--- src/rtl/sha3_feed_pkg.sv ---
// sha3_feed_pkg: shared SHA3-512 lane/rate constants and feeder state encoding
package sha3_feed_pkg;
    localparam int LANE_W = 64;
    localparam int SHA3_RATE_LANES = 9;
    localparam int SHA3_RATE_BITS = SHA3_RATE_LANES * LANE_W;
    localparam logic [2:0] SHA3_DOMAIN_PAD = 3'b110;
    typedef enum logic [2:0] {S_IDLE, S_RD, S_LD, S_PAD, S_EMIT, S_FIN} state_t;
    function automatic int ceil_div(input int a, input int b);
        return (a + b - 1) / b;
    endfunction
endpackage

--- src/rtl/sha3_feed.sv ---
// sha3_feed: packs recovered support vectors into padded SHA3-512 lanes for the absorber
module sha3_feed
    import sha3_feed_pkg::*;
#(
    parameter int M  = 83,
    parameter int R  = 5,
    parameter int AW = $clog2(R)
) (
    input  logic          clk,
    input  logic          rst,
    input  logic          start,
    output logic          e_ren,
    output logic [AW-1:0] e_addr,
    input  logic [M-1:0]  e_rdata,
    output logic [63:0]   out_data,
    output logic          out_valid,
    input  logic          out_ready,
    output logic          out_blast,
    output logic          out_last,
    output logic          busy,
    output logic          done
);
    localparam int L  = R * M;
    localparam int B  = ceil_div(L + 4, SHA3_RATE_BITS);
    localparam int W  = SHA3_RATE_LANES * B;
    localparam int BW = (M - 1 > 3) ? LANE_W + M - 1 : LANE_W + 3;
    localparam int FW = $clog2(BW + 1);
    localparam int LW = $clog2(W + 1);
    localparam int VW = $clog2(R + 1);

    state_t        state_q, state_d;
    logic [BW-1:0] buf_q, buf_d;
    logic [FW-1:0] fill_q, fill_d;
    logic [VW-1:0] vidx_q, vidx_d;
    logic [LW-1:0] lane_q, lane_d;
    logic [3:0]    blk_q, blk_d;
    logic          pad_q, pad_d;
    logic          last;

    assign last      = lane_q == LW'(W - 1);
    assign out_valid = state_q == S_EMIT;
    assign out_data  = out_valid ? (buf_q[LANE_W-1:0] | {last, {LANE_W-1{1'b0}}}) : '0;
    assign out_blast = out_valid && blk_q == 4'd8;
    assign out_last  = out_valid && last;
    assign e_ren     = state_q == S_RD;
    assign e_addr    = vidx_q[AW-1:0];
    assign busy      = state_q inside {S_RD, S_LD, S_PAD, S_EMIT};
    assign done      = state_q == S_FIN;

    // next state: load vectors, pad once the message is consumed, drain lanes until the last one
    always_comb begin
        state_d = state_q;
        buf_d   = buf_q;
        fill_d  = fill_q;
        vidx_d  = vidx_q;
        lane_d  = lane_q;
        blk_d   = blk_q;
        pad_d   = pad_q;
        case (state_q)
            S_IDLE, S_FIN: begin
                state_d = start ? S_RD : S_IDLE;
                if (start) begin
                    buf_d  = '0;
                    fill_d = '0;
                    vidx_d = '0;
                    lane_d = '0;
                    blk_d  = '0;
                    pad_d  = 1'b0;
                end
            end
            S_RD: state_d = S_LD;
            S_LD: begin
                buf_d   = buf_q | (BW'(e_rdata) << fill_q);
                fill_d  = fill_q + FW'(M);
                vidx_d  = vidx_q + VW'(1);
                state_d = (fill_d >= FW'(LANE_W)) ? S_EMIT : (vidx_d < VW'(R)) ? S_RD : S_PAD;
            end
            S_PAD: begin
                buf_d   = buf_q | (BW'(SHA3_DOMAIN_PAD) << fill_q);
                fill_d  = fill_q + FW'(3);
                pad_d   = 1'b1;
                state_d = S_EMIT;
            end
            S_EMIT: begin
                if (out_ready) begin
                    buf_d   = buf_q >> LANE_W;
                    fill_d  = (fill_q > FW'(LANE_W)) ? fill_q - FW'(LANE_W) : '0;
                    lane_d  = lane_q + LW'(1);
                    blk_d   = (blk_q == 4'd8) ? 4'd0 : blk_q + 4'd1;
                    state_d = last ? S_FIN
                            : (pad_q || fill_d >= FW'(LANE_W)) ? S_EMIT
                            : (vidx_q < VW'(R)) ? S_RD : S_PAD;
                end
            end
            default: state_d = S_IDLE;
        endcase
    end

    // state registers with synchronous reset discarding any partial lane
    always_ff @(posedge clk) begin
        if (rst) begin
            state_q <= S_IDLE;
            buf_q   <= '0;
            fill_q  <= '0;
            vidx_q  <= '0;
            lane_q  <= '0;
            blk_q   <= '0;
            pad_q   <= 1'b0;
        end else begin
            state_q <= state_d;
            buf_q   <= buf_d;
            fill_q  <= fill_d;
            vidx_q  <= vidx_d;
            lane_q  <= lane_d;
            blk_q   <= blk_d;
            pad_q   <= pad_d;
        end
    end
endmodule

--- config.mk ---
export PLATFORM = sky130hd
export DESIGN_NAME = sha3_feed
export DESIGN_NICKNAME = d
export VERILOG_FILES = /design/src/rtl/sha3_feed_pkg.sv /design/src/rtl/sha3_feed.sv
export SDC_FILE = /design/constraint.sdc
export NUM_CORES = 1
export LEC_CHECK = 0
export ABC_AREA = 1
export CAP_MARGIN = 10
export CORE_MARGIN = 2
export CORE_UTILIZATION = 40
export CTS_BUF_LIST = sky130_fd_sc_hd__clkbuf_2
export CTS_CLUSTER_SIZE = 24
export DETAILED_ROUTE_END_ITERATION = 6
export MAX_ROUTING_LAYER = met4
export PLACE_DENSITY = 0.58
export RECOVER_POWER = 50
export REMOVE_ABC_BUFFERS = 1
export SYNTH_ARGS = -nofsm -noshare
export SYNTH_HDL_FRONTEND = slang
export SYNTH_SLANG_ARGS = --single-unit
--- constraint.sdc ---
create_clock -name clk -period 2.7 [get_ports clk]
set_input_delay 0.81 -clock clk [delete_from_list [all_inputs] [get_ports clk]]
set_output_delay 0.81 -clock clk [all_outputs]
set_load 0.05 [all_outputs]
==> impl_results.md <==
- Worst Setup Path Type: reg2out
- Clock Power Share: roughly a fifth
- Slew Limit Fails: 0
- I/O pins: 160
- PortBufs: about 160
- CP arrival: 2.62 ns
- Asr flop ratio synth: 0%
- Clk_lat worst skew: ~1.1 ns
- Final setup viols: 70
- Die Span X: about 200 um
- Minimum clock period: roughly 3.4 ns
- Peak Freq: around 290 MHz
- Status: finished, violations left
- Hold depth: 2
- NumNets Final: 3,011
- CTS H-tree depth: 4
- Vias/cell: a little over 6
- Placement Setup Slack: -0.2446 ns
- Largest net degree at the start of global routing: 90
- Register bit total from synthesis: 169
- # DRC: 0
- Avg Inst Size Synth: around 5.5 um^2
- Worst Reg2Reg Path Length in Cells: 19
- Sequential area share after synthesis: between 20% and 30%
- P_int: approximately 4.1 mW
- Critical path startpoint category: flop
- Max-cap check violation count: 0
- TritonCTS Buffers: 17
- Cell variety after synth: 40
- Maximum vdd drop: 0.3685 mV
- Grt ovf: 0
- Fin crit share: 126.9%
- Relative slew margins: between 30 and 40%
- Sw Ratio: a little under half
- Req. time, crit path: around 1.9 ns
- GPL Wtd Cong: around 1.0
- Pleak: between 8 and 9 nW
- Hold Worst Slack: around 0.47 ns
- CTS Buffer Depth: 2
- First-pass iteration count of the detailed router: 7
- Core footprint: 0.03767 mm^2
- Initial antenna violation count: 2
- Final hold violation count: 0
- DIE AREA: between 0.03 and 0.04 mm^2
- Logic gate share of total power: between 40% and 50%
- RSZ-0062 raised after global routing: yes
- Post-synth EDFFs: 0
- Layout area overhead: 39.01%
- Flop pwr share: between 30% and 40%
- Hold Crit Class: reg2reg
- Final worst slack: -0.7267 ns
- Crit. End Element: output pin
- Tot GR Track Use: between 30% and 40%
- Row count: between 70 and 80
- Post-synthesis cell area: approximately 0.015 mm^2
- Global-route wire length before repair: roughly 110,000 um
- Clk pin slew, worst setup/hold paths: 0.26 ns
- Clock Skew: about 0.037 ns
- P per Cell Area: ~360 mW/mm^2
- Antenna Violating Nets Remaining: 0
- Mapped Cells: roughly 2.8k
- Vias in the first global route: 18.62k
- TritonCTS clock tree: built
- Initial core utilization: between 40% and 50%
- Routed length per instance: 22.44 um
- CP max FO: 8
- Worst Tran Pin Value: approximately 0.92 ns
- Root buf cell: clkbuf_2
- Die H: around 200 um
- Sw power: 3.454 mW
- Failing checks: setup timing
- Fraction of layout cells with a size suffix above 1: ~22%
- Most common flop cell mapped by yosys: dfxtp_1
- DRT iter0 DRCs: between 2k and 2.5k
- Yosys warning count: 0
- Via count: ~21k
- DP HPWL: around 54,000 um
- Clock sink total: 169
- Post-Route WL: just under 80,000 um
## stage by stage
step	instances	utilization [%]	total power, mW	cell area [um^2]	setup TNS [ns]
final	3444	56.35	7.547	21220	-42.43
after detailed placement	3370	50.05	5.717	18850	-11.31
after global routing	3444	56.35	7.947	21220	-51.96
after CTS	3426	52.95	7.280	19950	-48.14
after global placement	3370	50.05	5.705	18850	-9.703
after floorplan	2530	-	4.350	14340	-648.11
## critical path, cell delays in order (launching register included)
cell and delay [ns]:
dfxtp_2 0.40, buf_6 0.10, nand2_4 0.05, nor2_4 0.18
clkinv_8 0.15, buf_12 0.16, buf_16 0.15, nor2_4 0.14
buf_12 0.15
## cell usage in the layout, fill, tap and decap left out, drive strengths merged, types with 7 or more instances in the layout
cell type / n
buf: 279
a31oi: 18
nor3: 7
nor2: 134
clkbuf: 23
clkinv: 8
a22oi: 22
o21ai: 128
nand2: 640
o211ai: 17
dfxtp: 169
clkdlybuf4s50: 85
a21oi: 224
nand3: 941
inv: 186
nand4: 15
## kinds of logic after synthesis
logic type | Yosys count | synth area share, %
and+or+nand+nor | 1741 | 51.24
AOI/OAI and AO/OA | 427 | 15.28
buffers and inverters | 408 | 10.65
DFF | 169 | 22.16
adders and majority gates | 6 | 0.4917
xor gates and xnor gates | 3 | 0.1721
## worst paths after layout
| kind | from | to | slack, ns |
|---|---|---|---|
| max | state_q[2]$_SDFFE_PP0P_ | out_data[21] | -0.73 |
| min | buf_q[99]$_SDFFE_PP0P_ | buf_q[99]$_SDFFE_PP0P_ | 0.47 |
| max reg2reg | state_q[2]$_SDFFE_PP0P_ | buf_q[75]$_SDFFE_PP0P_ | 0.01 |
| min reg2reg | buf_q[99]$_SDFFE_PP0P_ | buf_q[99]$_SDFFE_PP0P_ | 0.47 |
## area by class of cell
type,count,area [um^2]
Inverter,184,708.2
Sequential cell,169,3398
Fill cell,3827,16440
Timing Repair Buffer,369,4449
Clock buffer,19,95.09
Clock inverter,13,121.4
Multi-Input combinational cell,2177,11810
Tap cell,511,639.4
Antenna cell,2,5.005
## routing by layer
metal	GRT usage [%]	share of wire [%]	wire, um	vias to the layer above
li1	-	-	-	9728
met1	49.81	41	31370	9841
met2	60.42	45	34620	1112
met3	6.650	9.5	7318	232
met4	18.66	5.1	3960	0
met5	-	0	0	-
## registers in the layout (all words and copies together), names as in the netlist
register and flops:
state_q 3, pad_q 1, lane_q 4, e_addr 3
blk_q 4, fill_q 8, buf_q 146
## repair_timing
item,4_1_cts,5_1_grt
setup endpoints to repair,73,158
buffers inserted,19,14
hold buffers,1,0
pin swaps,8,33
gates resized for setup,172,243
endpoints found under the hold margin,10,0
cloned,5,6
## power groups by stage
stage | Clock (mW) | Sequential [mW] | Combinational (mW)
floorplan | 0 | 2.68 | 1.67
global placement | 0 | 2.64 | 3.06
detailed placement | 0 | 2.64 | 3.07
CTS | 1.47 | 2.60 | 3.22
global route | 1.55 | 2.61 | 3.79
finish | 1.43 | 2.60 | 3.52
## synth_stat cells (6+ instances only)
master	instances	share of area [%]
a31oi_1	18	0.74
nand3_1	940	31
buf_1	61	1.5
nor3_1	6	0.20
o21ai_0	80	2.6
buf_2	26	0.85
a22oi_1	22	1.1
inv_1	171	4.2
o21ai_1	47	1.5
ha_1	6	0.49
dfxtp_1	169	22
o211ai_1	17	0.84
nor2_1	127	3.1
inv_2	11	0.27
a21oi_1	223	7.3
clkbuf_1	123	3.0
nand4_1	15	0.61
buf_4	12	0.59
nand2_1	639	16
Power figures use the tool's default switching activity.
